===== src/rtl/dbl_stream_pkg.sv =====
// Shared types and constants for the byte-to-double stream path.
package dbl_stream_pkg;

  typedef enum logic [1:0] {
    ST_IDLE = 2'd0,
    ST_SKIP = 2'd1,
    ST_PACK = 2'd2,
    ST_DONE = 2'd3
  } state_t;

  // Bytes per IEEE-754 double word.
  localparam int DBL_BYTES = 8;

endpackage


===== src/rtl/byte_to_double_packer.sv =====
// Byte-to-double packer: drops a leading byte offset, then assembles
// little-endian 64-bit words from an 8-bit stream into a one-entry
// output register with valid/ready flow control.
module byte_to_double_packer
  import dbl_stream_pkg::*;
#(
  parameter int LEN_W = 16,
  parameter int OFF_W = 32
) (
  input  logic             clk,
  input  logic             rst,
  input  logic             start,
  input  logic [OFF_W-1:0] offset,
  input  logic [LEN_W-1:0] length,
  input  logic [7:0]       in_data,
  input  logic             in_valid,
  output logic             in_ready,
  output logic [63:0]      out_data,
  output logic             out_valid,
  input  logic             out_ready,
  output logic             busy,
  output logic             done
);

  localparam int ACC_W = (DBL_BYTES - 1) * 8;

  state_t           r_state;
  state_t           w_state_nxt;
  logic [OFF_W-1:0] r_skip_cnt;
  logic [LEN_W-1:0] r_len;
  logic [LEN_W-1:0] r_word_cnt;
  logic [2:0]       r_byte_idx;
  logic [ACC_W-1:0] r_acc;        // first 7 bytes of the word in flight
  logic [63:0]      r_out_data;
  logic             r_out_valid;
  logic             r_last_loaded;  // final word sits in the output register

  logic             w_in_ready;
  logic             w_in_fire;
  logic             w_out_fire;
  logic             w_start_ok;
  logic             w_skip_last;
  logic             w_word_end;
  logic [LEN_W-1:0] w_word_cnt_nxt;

  assign w_start_ok     = (r_state == ST_IDLE) && start;
  assign w_in_fire      = in_valid && w_in_ready;
  assign w_out_fire     = r_out_valid && out_ready;
  assign w_skip_last    = (r_state == ST_SKIP) && w_in_fire && (r_skip_cnt == OFF_W'(1));
  assign w_word_end     = (r_state == ST_PACK) && w_in_fire &&
                          (r_byte_idx == 3'(DBL_BYTES - 1));
  assign w_word_cnt_nxt = r_word_cnt + LEN_W'(1);

  // State register.
  always_ff @(posedge clk) begin
    if (rst) r_state <= ST_IDLE;
    else     r_state <= w_state_nxt;
  end

  // Next-state logic; the final word must drain before DONE.
  always_comb begin
    w_state_nxt = r_state;
    case (r_state)
      ST_IDLE: begin
        if (start) begin
          if (offset != '0)      w_state_nxt = ST_SKIP;
          else if (length != '0) w_state_nxt = ST_PACK;
          else                   w_state_nxt = ST_DONE;
        end
      end
      ST_SKIP: begin
        if (w_skip_last) w_state_nxt = (r_len != '0) ? ST_PACK : ST_DONE;
      end
      ST_PACK: begin
        if (r_last_loaded && w_out_fire) w_state_nxt = ST_DONE;
      end
      default: w_state_nxt = ST_IDLE;
    endcase
  end

  // State-decoded outputs; the 8th byte stalls only if the output register cannot drain.
  always_comb begin
    w_in_ready = 1'b0;
    case (r_state)
      ST_SKIP: w_in_ready = 1'b1;
      ST_PACK: w_in_ready = !r_last_loaded &&
                            !((r_byte_idx == 3'(DBL_BYTES - 1)) && r_out_valid && !out_ready);
      default: w_in_ready = 1'b0;
    endcase
  end

  assign in_ready  = w_in_ready;
  assign busy      = (r_state != ST_IDLE);
  assign done      = (r_state == ST_DONE);
  assign out_data  = r_out_data;
  assign out_valid = r_out_valid;

  // Skip/word counters, byte assembly and output holding register.
  always_ff @(posedge clk) begin
    if (rst) begin
      r_skip_cnt    <= '0;
      r_len         <= '0;
      r_word_cnt    <= '0;
      r_byte_idx    <= '0;
      r_acc         <= '0;
      r_out_data    <= '0;
      r_out_valid   <= 1'b0;
      r_last_loaded <= 1'b0;
    end else begin
      if (w_start_ok) begin
        r_skip_cnt    <= offset;
        r_len         <= length;
        r_word_cnt    <= '0;
        r_byte_idx    <= '0;
        r_last_loaded <= 1'b0;
      end else if ((r_state == ST_SKIP) && w_in_fire) begin
        r_skip_cnt <= r_skip_cnt - OFF_W'(1);
      end else if ((r_state == ST_PACK) && w_in_fire) begin
        r_byte_idx <= r_byte_idx + 3'd1;  // wraps 7 -> 0 at word end
        if (w_word_end) begin
          r_word_cnt    <= w_word_cnt_nxt;
          r_last_loaded <= (w_word_cnt_nxt == r_len);
        end else begin
          // Shift right so the earliest byte lands in the lowest lane.
          r_acc <= {in_data, r_acc[ACC_W-1:8]};
        end
      end

      if (w_word_end) begin
        r_out_data  <= {in_data, r_acc};
        r_out_valid <= 1'b1;
      end else if (w_out_fire) begin
        r_out_valid <= 1'b0;
      end
    end
  end

endmodule


===== config.mk =====
export PLATFORM = sky130hd
export DESIGN_NAME = byte_to_double_packer
export DESIGN_NICKNAME = d
export VERILOG_FILES = /design/src/rtl/dbl_stream_pkg.sv /design/src/rtl/byte_to_double_packer.sv
export SDC_FILE = /design/constraint.sdc
export NUM_CORES = 1
export LEC_CHECK = 0
export BUFFER_PORTS_ARGS = -buffer_cell sky130_fd_sc_hd__buf_2
export CORE_MARGIN = 5
export CORE_UTILIZATION = 60
export CTS_BUF_LIST = sky130_fd_sc_hd__clkbuf_4 sky130_fd_sc_hd__clkbuf_8 sky130_fd_sc_hd__clkbuf_16
export DETAILED_ROUTE_END_ITERATION = 8
export GPL_TIMING_DRIVEN = 0
export PLACE_DENSITY = 0.85
export REMOVE_ABC_BUFFERS = 1
export SETUP_SLACK_MARGIN = 0.4
export SYNTH_ARGS = -nofsm -noshare
export SYNTH_HDL_FRONTEND = slang
export SYNTH_SLANG_ARGS = --single-unit

===== constraint.sdc =====
create_clock -name clk -period 5.2 [get_ports clk]
set_clock_uncertainty 0.05 [all_clocks]
set_input_delay 0.52 -clock clk [delete_from_list [all_inputs] [get_ports clk]]
set_output_delay 0.52 -clock clk [all_outputs]
set_load 0.05 [all_outputs]

# Word level (Yosys, flattened, before mapping)
# Cells that the tools add are included.
[totals]
ff_bits = 191
latch_bits = 0
ram_bits = 0
mem_bits_ro = 0
input_bits = 61
output_inout_bits = 68
elab_cells = 62
mem_count = 0
[op_classes]
addsub = 3
n_mul = 0
div_mod_pow = 0
magnitude_cmp = 0
n_eq_ne = 9
shift = 0
n_mux = 12
bitwise = 3
n_reduce_logical = 26
[ops]
columns = ["cell", "count"]
rows = [
  ["2-to-1 mux 32 bit", 2],
  ["== test 32 x 1 -> 1 bit, second input constant", 1],
  ["nonzero test 16 bit", 2],
  ["nonzero test 32 bit", 1],
  ["subtractor 32 x 1 -> 32 bit, second input constant", 1],
  ["adder 16 x 1 -> 16 bit, second input constant", 1],
  ["== test 16 bit", 1],
  ["logical AND 1 bit", 11],
  ["2-to-1 mux 2 bit", 4],
  ["inequality test 2 bit, second input constant", 3],
  ["case mux 2 bit (3 select lines)", 1],
  ["AND reduction 3 bit", 2],
  ["nonzero test 2 bit", 3],
  ["== test 2 bit, second input constant", 2],
  ["2-to-1 mux 1 bit", 4],
  ["AND reduction 4 bit", 1],
  ["adder 3 x 1 -> 3 bit, second input constant", 1],
  ["== test 3 bit, second input constant", 1],
  ["zero test 1 bit", 3],
  ["inverter 1 bit", 3],
  ["== test 2 x 1 -> 1 bit, second input constant", 1],
  ["zero test 2 bit", 1],
  ["case mux 1 bit (2 select lines)", 1],
  ["AND reduction 2 bit", 1],
  ["OR reduction 2 bit", 1],
]

# Logic depth before layout (Yosys ltp)
# Gate-level depths: netlist of the first run.
[depth]
word_depth = 11
depth_mapped = 10
mapped_depth_nobuf = 8

# Worst setup path after synthesis of the first run
# OpenSTA, ideal clock, no wires.
[synth_timing]
path_type = "flip-flop to flip-flop"
from = "reg r_skip_cnt[5]"
to = "reg r_skip_cnt[19]"
setup_ns = 0.136
arrival_ns = 2.551
required_ns = 5.014
path_slack_ns = 2.464
path_stages_with_launch = 10
n_path_buf = 3
period_less_slack_ns = 2.736
cell_sequence = "dfxtp_1 -> or4_1 -> buf_2 -> or4b_1 -> buf_2 -> or4_1 -> buf_4 -> nor4_4 -> xnor2_1 -> a211oi_2"
[synth_via]
elab_chain_len = 3
[synth_lines]
columns = ["element", "line_no", "source"]
rows = [
  ["start, declared", "byte_to_double_packer.sv:29", "logic [OFF_W-1:0] r_skip_cnt;"],
  ["start signal, assigned", "byte_to_double_packer.sv:111", "r_skip_cnt <= offset;"],
  ["start signal, assigned", "byte_to_double_packer.sv:117", "r_skip_cnt <= r_skip_cnt - OFF_W'(1);"],
  ["subtractor 32 x 1 -> 32 bit", "byte_to_double_packer.sv:117", ""],
  ["2-to-1 mux 32 bit", "byte_to_double_packer.sv:116", "end else if ((r_state == ST_SKIP) && w_in_fire) begin"],
  ["2-to-1 mux 32 bit", "byte_to_double_packer.sv:110", "if (w_start_ok) begin"],
]
# No other way between the ends. The select of a mux whose other input is x is not followed.
# A chain may end at the register's enable or synchronous reset.

# Worst setup path in the final report of the first run
[layout_timing]
from = "reg r_skip_cnt[5]"
to = "reg r_skip_cnt[25]"
# The elaborated chain is that of the path after synthesis.

==> impl_metrics.csv, run 1 <==
group,metric,value,unit
synth,synthTopCellsByArea,"dfxtp_1 (47%), nand2_1 (14%), a21oi_1 (8.9%)",
synth,synth_edf_count,0,
clocking,clk_pin_slew_worst_paths,80,ps
die,core_area,13200,um2
synth,synth.avg_cell_area,7.93,um2
die,dieWidth,126,um
synth,synthXorXnorAreaFrac,0.0704,
synth,netlist.area_leader.share,0.473,
clocking,numCtsBuffers,17,
critical_path,r2r_setup_slack,2030,ps
drt,wire_per_inst,14.4,um
critical_path,cp_data_required_time,5510,ps
global_route,grt.total_usage,0.235,
global_route,grt_pass1_wl,31100,um
synth,yosys_warnings,0,
drt,met3_length,1160,um
timing,setup_violations,0,
finish,syn2layout_area_growth,16.5,%
place,place.detailed.hpwl,12500,um
synth,synth_top_family_by_area,"simple AND/OR/NAND/NOR gates",
clocking,ctsResizeCount,0,
drt,drc,0,
drt,drt-met1-wl,8100,um
die,io_pins,129,
finish,nNetsFinal,1176,
die,die_y,126,um
hold_path,holdPathEnd,"r_acc[55]",
flow_run,drv_cap,0,
synth,ys_seq_area_frac,0.473,
critical_path,crit_path_start_kind,"flop",
synth,ys_ff_latch,191,
pwr,peakVddDrop,0.303,mV
synth,synthSimpleGateAreaFrac,0.264,
pwr,power.total,3.65,mW
synth,synthFlopType,"dfxtp_1",
timing,finalHoldViolations,0,
hold_path,worstHoldStart,"in_data[7]",
drt,routed_wl,18700,um
timing,slew_headroom,0.144,
synth,async_reset_ff_frac,0,
clocking,cts_tree,"built",
drt,first_pass_iters,5,
finish,layout-drive-gt1-share,0.165,
timing,fmax,0.316,GHz
synth,yosysUniqueCellTypes,52,
global_route,antenna_found_initial,0,
drt,met2_length,8960,um
clocking,cts.sinks,191,
timing,finalCritPeriodShare,0.609,
global_route,grt_overflow,0,
clocking,root_buffer,"clkbuf_16",
drt,top_layer,"met4",
critical_path,path_max_fanout,7,
place,dp_cells,1263,
pwr,p_per_area,388,nW/um2
pwr,p_leak,3.42,nW
finish,num_antenna_cells,0,
hold_path,hold-path-cell-count,3,
synth,synth_top_area_cell,"dfxtp_1",
die,start_util,0.610,
place,io_buffers,128,
critical_path,r2r_end,"r_skip_cnt[25]",
critical_path,ff2ff_path_depth,6,
drt,drt_iter0_markers,539,
critical_path,rr_startpoint,"r_skip_cnt[5]",
synth,syn_inst,1019,
clocking,postCtsHoldBufs,0,
place,gp_congestion,0.881,
finish,fillers,1080,
clocking,h-tree-depth,4,
drt,via_count,7144,
clocking,worst_skew_pair.late_latency,440,ps
drt,postRouteAntennaNets,0,
synth,yosys-mux-area-fraction,0.00124,
drt,vias_per_cell,5.52,
synth,syn_area,8080,um2
run_status,status,"complete, no violations",
critical_path,critPathKind,"flop to flop",
global_route,grt_pass1_vias,6601,
synth,synth_compound_area_frac,0.139,
die,die-area,15900,um2
timing,period_needed,3170,ps
finish,layout.cells.non_filler,1295,
hold_path,min_path_type,"input pin to flop",
die,core.rowCount,42,
critical_path,critPathCaptureType,"flop",
critical_path,arrival,3480,ps
timing,rsz0062_at_grt,"false",
clocking,cts.path.max_buffers,2,
clocking,post_cts_buffers,0,
timing,worst_pin_slew,1280,ps
timing,drv_slew,0,
synth,synthAdderAreaFrac,0.0139,
global_route,grt_max_degree,131,
-- state kept, by name (all words and copies together), names as in the netlist --
name and flops:
out_data 64, r_acc 56, r_skip_cnt 32, r_len 16, r_word_cnt 16, r_byte_idx 3
r_state 2, out_valid 1, r_last_loaded 1
-- cell usage in the layout, fill, tap and decap left out, types with 3 or more instances in the layout --
| cell type | n |
|---|---|
| nand2_1 | 296 |
| nand3_1 | 14 |
| ha_1 | 9 |
| a21oi_1 | 143 |
| clkbuf_16 | 17 |
| and3_1 | 9 |
| a211oi_1 | 26 |
| or3_1 | 7 |
| xnor2_1 | 45 |
| dfxtp_1 | 191 |
| buf_2 | 127 |
| and2_1 | 4 |
| nor2_1 | 62 |
| inv_6 | 4 |
| nor3_1 | 13 |
| inv_8 | 6 |
| or4_1 | 7 |
| buf_4 | 5 |
| and4_1 | 3 |
| inv_1 | 10 |
| o21ai_0 | 5 |
| xor2_1 | 20 |
| nor4_1 | 25 |
| nand4_1 | 15 |
-- kinds of logic (layout without fill, tap and decap cells) --
| group | count (synthesis) | count (layout) |
|---|---|---|
| xor gates and xnor gates | 65 | 65 |
| and+or+nand+nor | 477 | 477 |
| buffers and inverters | 80 | 180 |
| DFF | 191 | 191 |
| adders and majority gates | 9 | 9 |
| muxes | 1 | 1 |
| AOI/OAI and AO/OA | 196 | 196 |
-- Yosys cell counts, types with 7 or more instances --
library cell	count
a211oi_1	26
dfxtp_1	191
xor2_1	20
nand2_1	297
a21oi_1	143
nand4_1	15
nor3_1	13
clkbuf_1	66
nor4_1	26
ha_1	9
nand3_1	14
nor2_1	63
inv_1	10
and3_1	9
or4_1	8
xnor2_1	45
or3_1	7
-- critical path: stages, from the launching register on --
cell	delay (ps)
dfxtp_1	370
or4_1	660
or4b_1	720
or4_1	690
nor4_4	240
xnor2_1	120
a211oi_2	230
-- report_power, final --
group          internal (mW)  leakage (nW)  switching [mW]
sequential              1.56          1.55           0.108
combinational          0.269          1.59           0.447
clock                  0.647         0.280           0.617
total                   2.48          3.42            1.17
-- metrics by stage --
stage / TNS, ps / worst slack (ps) / instance area (um2) / hold WS, ps / util
3_3_place_gp: -157890 / -3010 / 8680 / 388 / 0.655
2_1_floorplan: -15130 / -270 / 7820 / 376 / -
5_1_grt: 0 / 1940 / 9420 / 267 / 0.711
4_1_cts: 0 / 2050 / 9420 / 259 / 0.711
6_report: 0 / 2030 / 9420 / 269 / 0.711
3_5_place_dp: 0 / 2100 / 8840 / 392 / 0.668
-- worst max path at each step --
stage	cells after the start	endpoint	from
2_1_floorplan	8	r_acc[0]	r_byte_idx[0]
3_3_place_gp	8	r_acc[18]	r_byte_idx[0]
3_5_place_dp	6	r_skip_cnt[25]	r_skip_cnt[5]
4_1_cts	6	r_skip_cnt[25]	r_skip_cnt[5]
5_1_grt	6	r_skip_cnt[25]	r_skip_cnt[5]
6_report	6	r_skip_cnt[25]	r_skip_cnt[5]
-- layout make-up --
cell class	instances	area, um2	share of cell area
sequential	191	3820	0.406
tap	176	220	0.0234
inverter	10	37.5	0.00399
clock inverter	14	143	0.0151
clock buffer	18	433	0.0460
timing repair buffer	138	791	0.0840
multi-input combinational	748	3970	0.422
-- per-layer routing --
metal,up-vias,global-route usage
li1,3628,-
met3,41,0.0627
met4,0,0.0852
met1,3292,0.302
met5,-,0
met2,183,0.380
Power figures use the tool's default switching activity.
==> inputs of run 2 (changes only) <==
--- a/config.mk
+++ b/config.mk
@@ -5,13 +5,14 @@
 export SDC_FILE = /design/constraint.sdc
 export NUM_CORES = 1
 export LEC_CHECK = 0
+export ABC_AREA = 1
 export BUFFER_PORTS_ARGS = -buffer_cell sky130_fd_sc_hd__buf_2
 export CORE_MARGIN = 5
-export CORE_UTILIZATION = 60
+export CORE_UTILIZATION = 51
 export CTS_BUF_LIST = sky130_fd_sc_hd__clkbuf_4 sky130_fd_sc_hd__clkbuf_8 sky130_fd_sc_hd__clkbuf_16
 export DETAILED_ROUTE_END_ITERATION = 8
 export GPL_TIMING_DRIVEN = 0
-export PLACE_DENSITY = 0.85
+export PLACE_DENSITY = 0.76
 export REMOVE_ABC_BUFFERS = 1
 export SETUP_SLACK_MARGIN = 0.4
 export SYNTH_ARGS = -nofsm -noshare
==> constraint.sdc (replaced) <==
create_clock -name clk -period 2.68 [get_ports clk]
set_clock_uncertainty 0.05 [all_clocks]
set_input_delay 0.268 -clock clk [delete_from_list [all_inputs] [get_ports clk]]
set_output_delay 0.268 -clock clk [all_outputs]
set_load 0.05 [all_outputs]
==> impl_metrics.csv, run 2 <==
group,metric,value,unit
run_status,status,"complete, no violations",
clocking,cts_tree,"built",
place,dp_cells,1502,
place,io_buffers,128,
timing,worst_pin_slew,674,ps
finish,largest_register_ff_count,64,
timing,fin_hold_ws,22.7,ps
critical_path,r2r_setup_slack,410,ps
pwr,peakVddDrop,0.465,mV
finish,nNetsFinal,1401,
drt,postRouteAntennaNets,0,
synth,synth.most_common_cell,"nor2_1",
timing,finalCritPeriodShare,0.849,
clocking,cts.sinks,191,
hold_path,worstHoldStart,"in_data[2]",
synth,synthFlopType,"dfxtp_1",
synth,yosys_warnings,0,
critical_path,path_max_fanout,7,
synth,async_reset_ff_frac,0,
timing,drv_slew,0,
synth,syn_area,8580,um2
pwr,p_per_area,744,nW/um2
clocking,clk_pin_slew_worst_paths,80,ps
place,place.detailed.hpwl,13900,um
synth,ys_ff_latch,191,
synth,ys_seq_area_frac,0.446,
critical_path,r2r_end,"r_acc[4]",
synth,synth.avg_cell_area,7.11,um2
finish,num_antenna_cells,0,
clocking,h-tree-depth,4,
global_route,grt_pass1_wl,36000,um
global_route,antenna_found_initial,0,
drt,via_count,8287,
pwr,p_leak,5.03,nW
critical_path,arrival,2550,ps
die,die_y,140,um
clocking,cts.path.max_buffers,2,
drt,drc,0,
timing,slew_headroom,0.548,
timing,finalHoldViolations,0,
synth,netlist.area_leader.share,0.446,
hold_path,holdPathEnd,"r_acc[50]",
finish,mostFrequentLayoutCell,"nor2_1",
die,die-area,19500,um2
clocking,root_buffer,"clkbuf_16",
synth,synth_top_area_cell,"dfxtp_1",
critical_path,critPathCaptureType,"flop",
die,dieWidth,140,um
timing,rsz0062_at_grt,"true",
timing,fmax,0.440,GHz
global_route,grt_pass1_vias,7548,
global_route,grt.total_usage,0.219,
die,core_area,16500,um2
global_route,grt_max_degree,112,
critical_path,critPathKind,"flop to flop",
synth,yosysUniqueCellTypes,39,
drt,first_pass_iters,5,
critical_path,cp_data_required_time,2960,ps
critical_path,rr_startpoint,"r_byte_idx[0]",
die,io_pins,129,
drt,wire_per_inst,14.9,um
hold_path,hold-path-cell-count,3,
finish,syn2layout_area_growth,23.6,%
drt,drt_iter0_markers,653,
synth,synth_common_cells,"nor2_1 (329), dfxtp_1 (191), nand2_1 (170)",
global_route,grt_overflow,0,
finish,final_util,0.641,
synth,synthTopCellsByArea,"dfxtp_1 (45%), nor2_1 (14%), o21ai_0 (7.5%)",
critical_path,ff2ff_path_depth,15,
hold_path,min_path_type,"input pin to flop",
drt,vias_per_cell,5.30,
critical_path,crit_path_start_kind,"flop",
finish,layout-drive-gt1-share,0.191,
flow_run,drv_cap,0,
clocking,worst_skew_pair.late_latency,430,ps
place,placed_area,9300,um2
die,core.rowCount,47,
synth,synth_edf_count,0,
finish,final_cell_mix,"nor2_1 (301), dfxtp_1 (187), nand2_1 (167)",
timing,period_needed,2270,ps
clocking,numCtsBuffers,17,
timing,tns,0,ps
timing,setup_violations,0,
die,start_util,0.519,
finish,final_cell_area,10600,um2
finish,layout.cells.non_filler,1564,
drt,routed_wl,23400,um
synth,syn_inst,1207,
place,gp_congestion,0.913,
==> run 2: worst max-delay path, cell delays in order, from the launching register on <==
cell	delay [ps]
dfxtp_2	340
ha_4	160
ha_4	160
nand3_2	80
nand2_2	70
a21boi_4	180
nand3_4	100
nor2_4	140
inv_4	60
nor3_4	170
buf_6	160
buf_16	160
buf_12	140
clkinv_16	60
nor2_1	90
nor2_1	50
==> run 2: how the worst max path moves through the flow <==
stage,start,endpoint,slack [ps],cells after the start
global placement,r_state[0],r_acc[41],-3400,8
floorplan,r_byte_idx[0],out_data[0],-1380,10
finish,r_byte_idx[0],r_acc[4],410,15
global route,r_byte_idx[0],r_acc[1],320,15
detailed placement,r_state[0],r_acc[33],-1780,9
CTS,r_byte_idx[0],r_acc[33],390,14
==> run 2: metrics by stage <==
step / total power, mW / worst slack, ps
6_report: 7.89 / 406
5_1_grt: 8.32 / 325
4_1_cts: 7.71 / 393
3_5_place_dp: 5.01 / -1780
3_3_place_gp: 4.98 / -3400
2_1_floorplan: 4.55 / -1380
==> run 2: what timing repair did <==
action                                  4_1_cts  5_1_grt
gates cloned                                  4        6
buffers inserted                             14        6
pin swaps                                     5        9
hold buffers                                  0        0
gates resized for setup                      31       58
endpoints found under the setup margin      176      158
==> run 2: cell families after synthesis <==
kind of cell,share of synthesized area
XOR/XNOR,0.0370
AO/OA/AOI/OAI,0.149
AND/OR/NAND/NOR,0.277
adder cells (fa/ha/maj),0.0131
buffers and inverters,0.0782
flip-flops,0.446
==> run 2: area by class of cell <==
cell class | count | area [um2]
Clock buffer | 17 | 425
Multi-Input combinational cell | 872 | 4300
Sequential cell | 191 | 3830
Timing Repair inverter | 4 | 62.6
Timing Repair Buffer | 158 | 1130
Fill cell | 1404 | 5920
Clock inverter | 15 | 201
Inverter | 87 | 374
Tap cell | 220 | 275
==> run 2: where the power goes <==
group	internal, mW	switching, mW	total, mW	leakage (nW)
sequential	3.05	0.202	3.25	1.55
combinational	0.729	1.30	2.03	3.19
clock	1.35	1.25	2.60	0.292
==> run 2: per-layer routing <==
metal	wire length (um)	track usage	vias up
met1	10200	0.295	3792
met5	0	0	-
met3	1600	0.0563	49
met2	11000	0.343	282
li1	-	-	4164
met4	588	0.0739	0
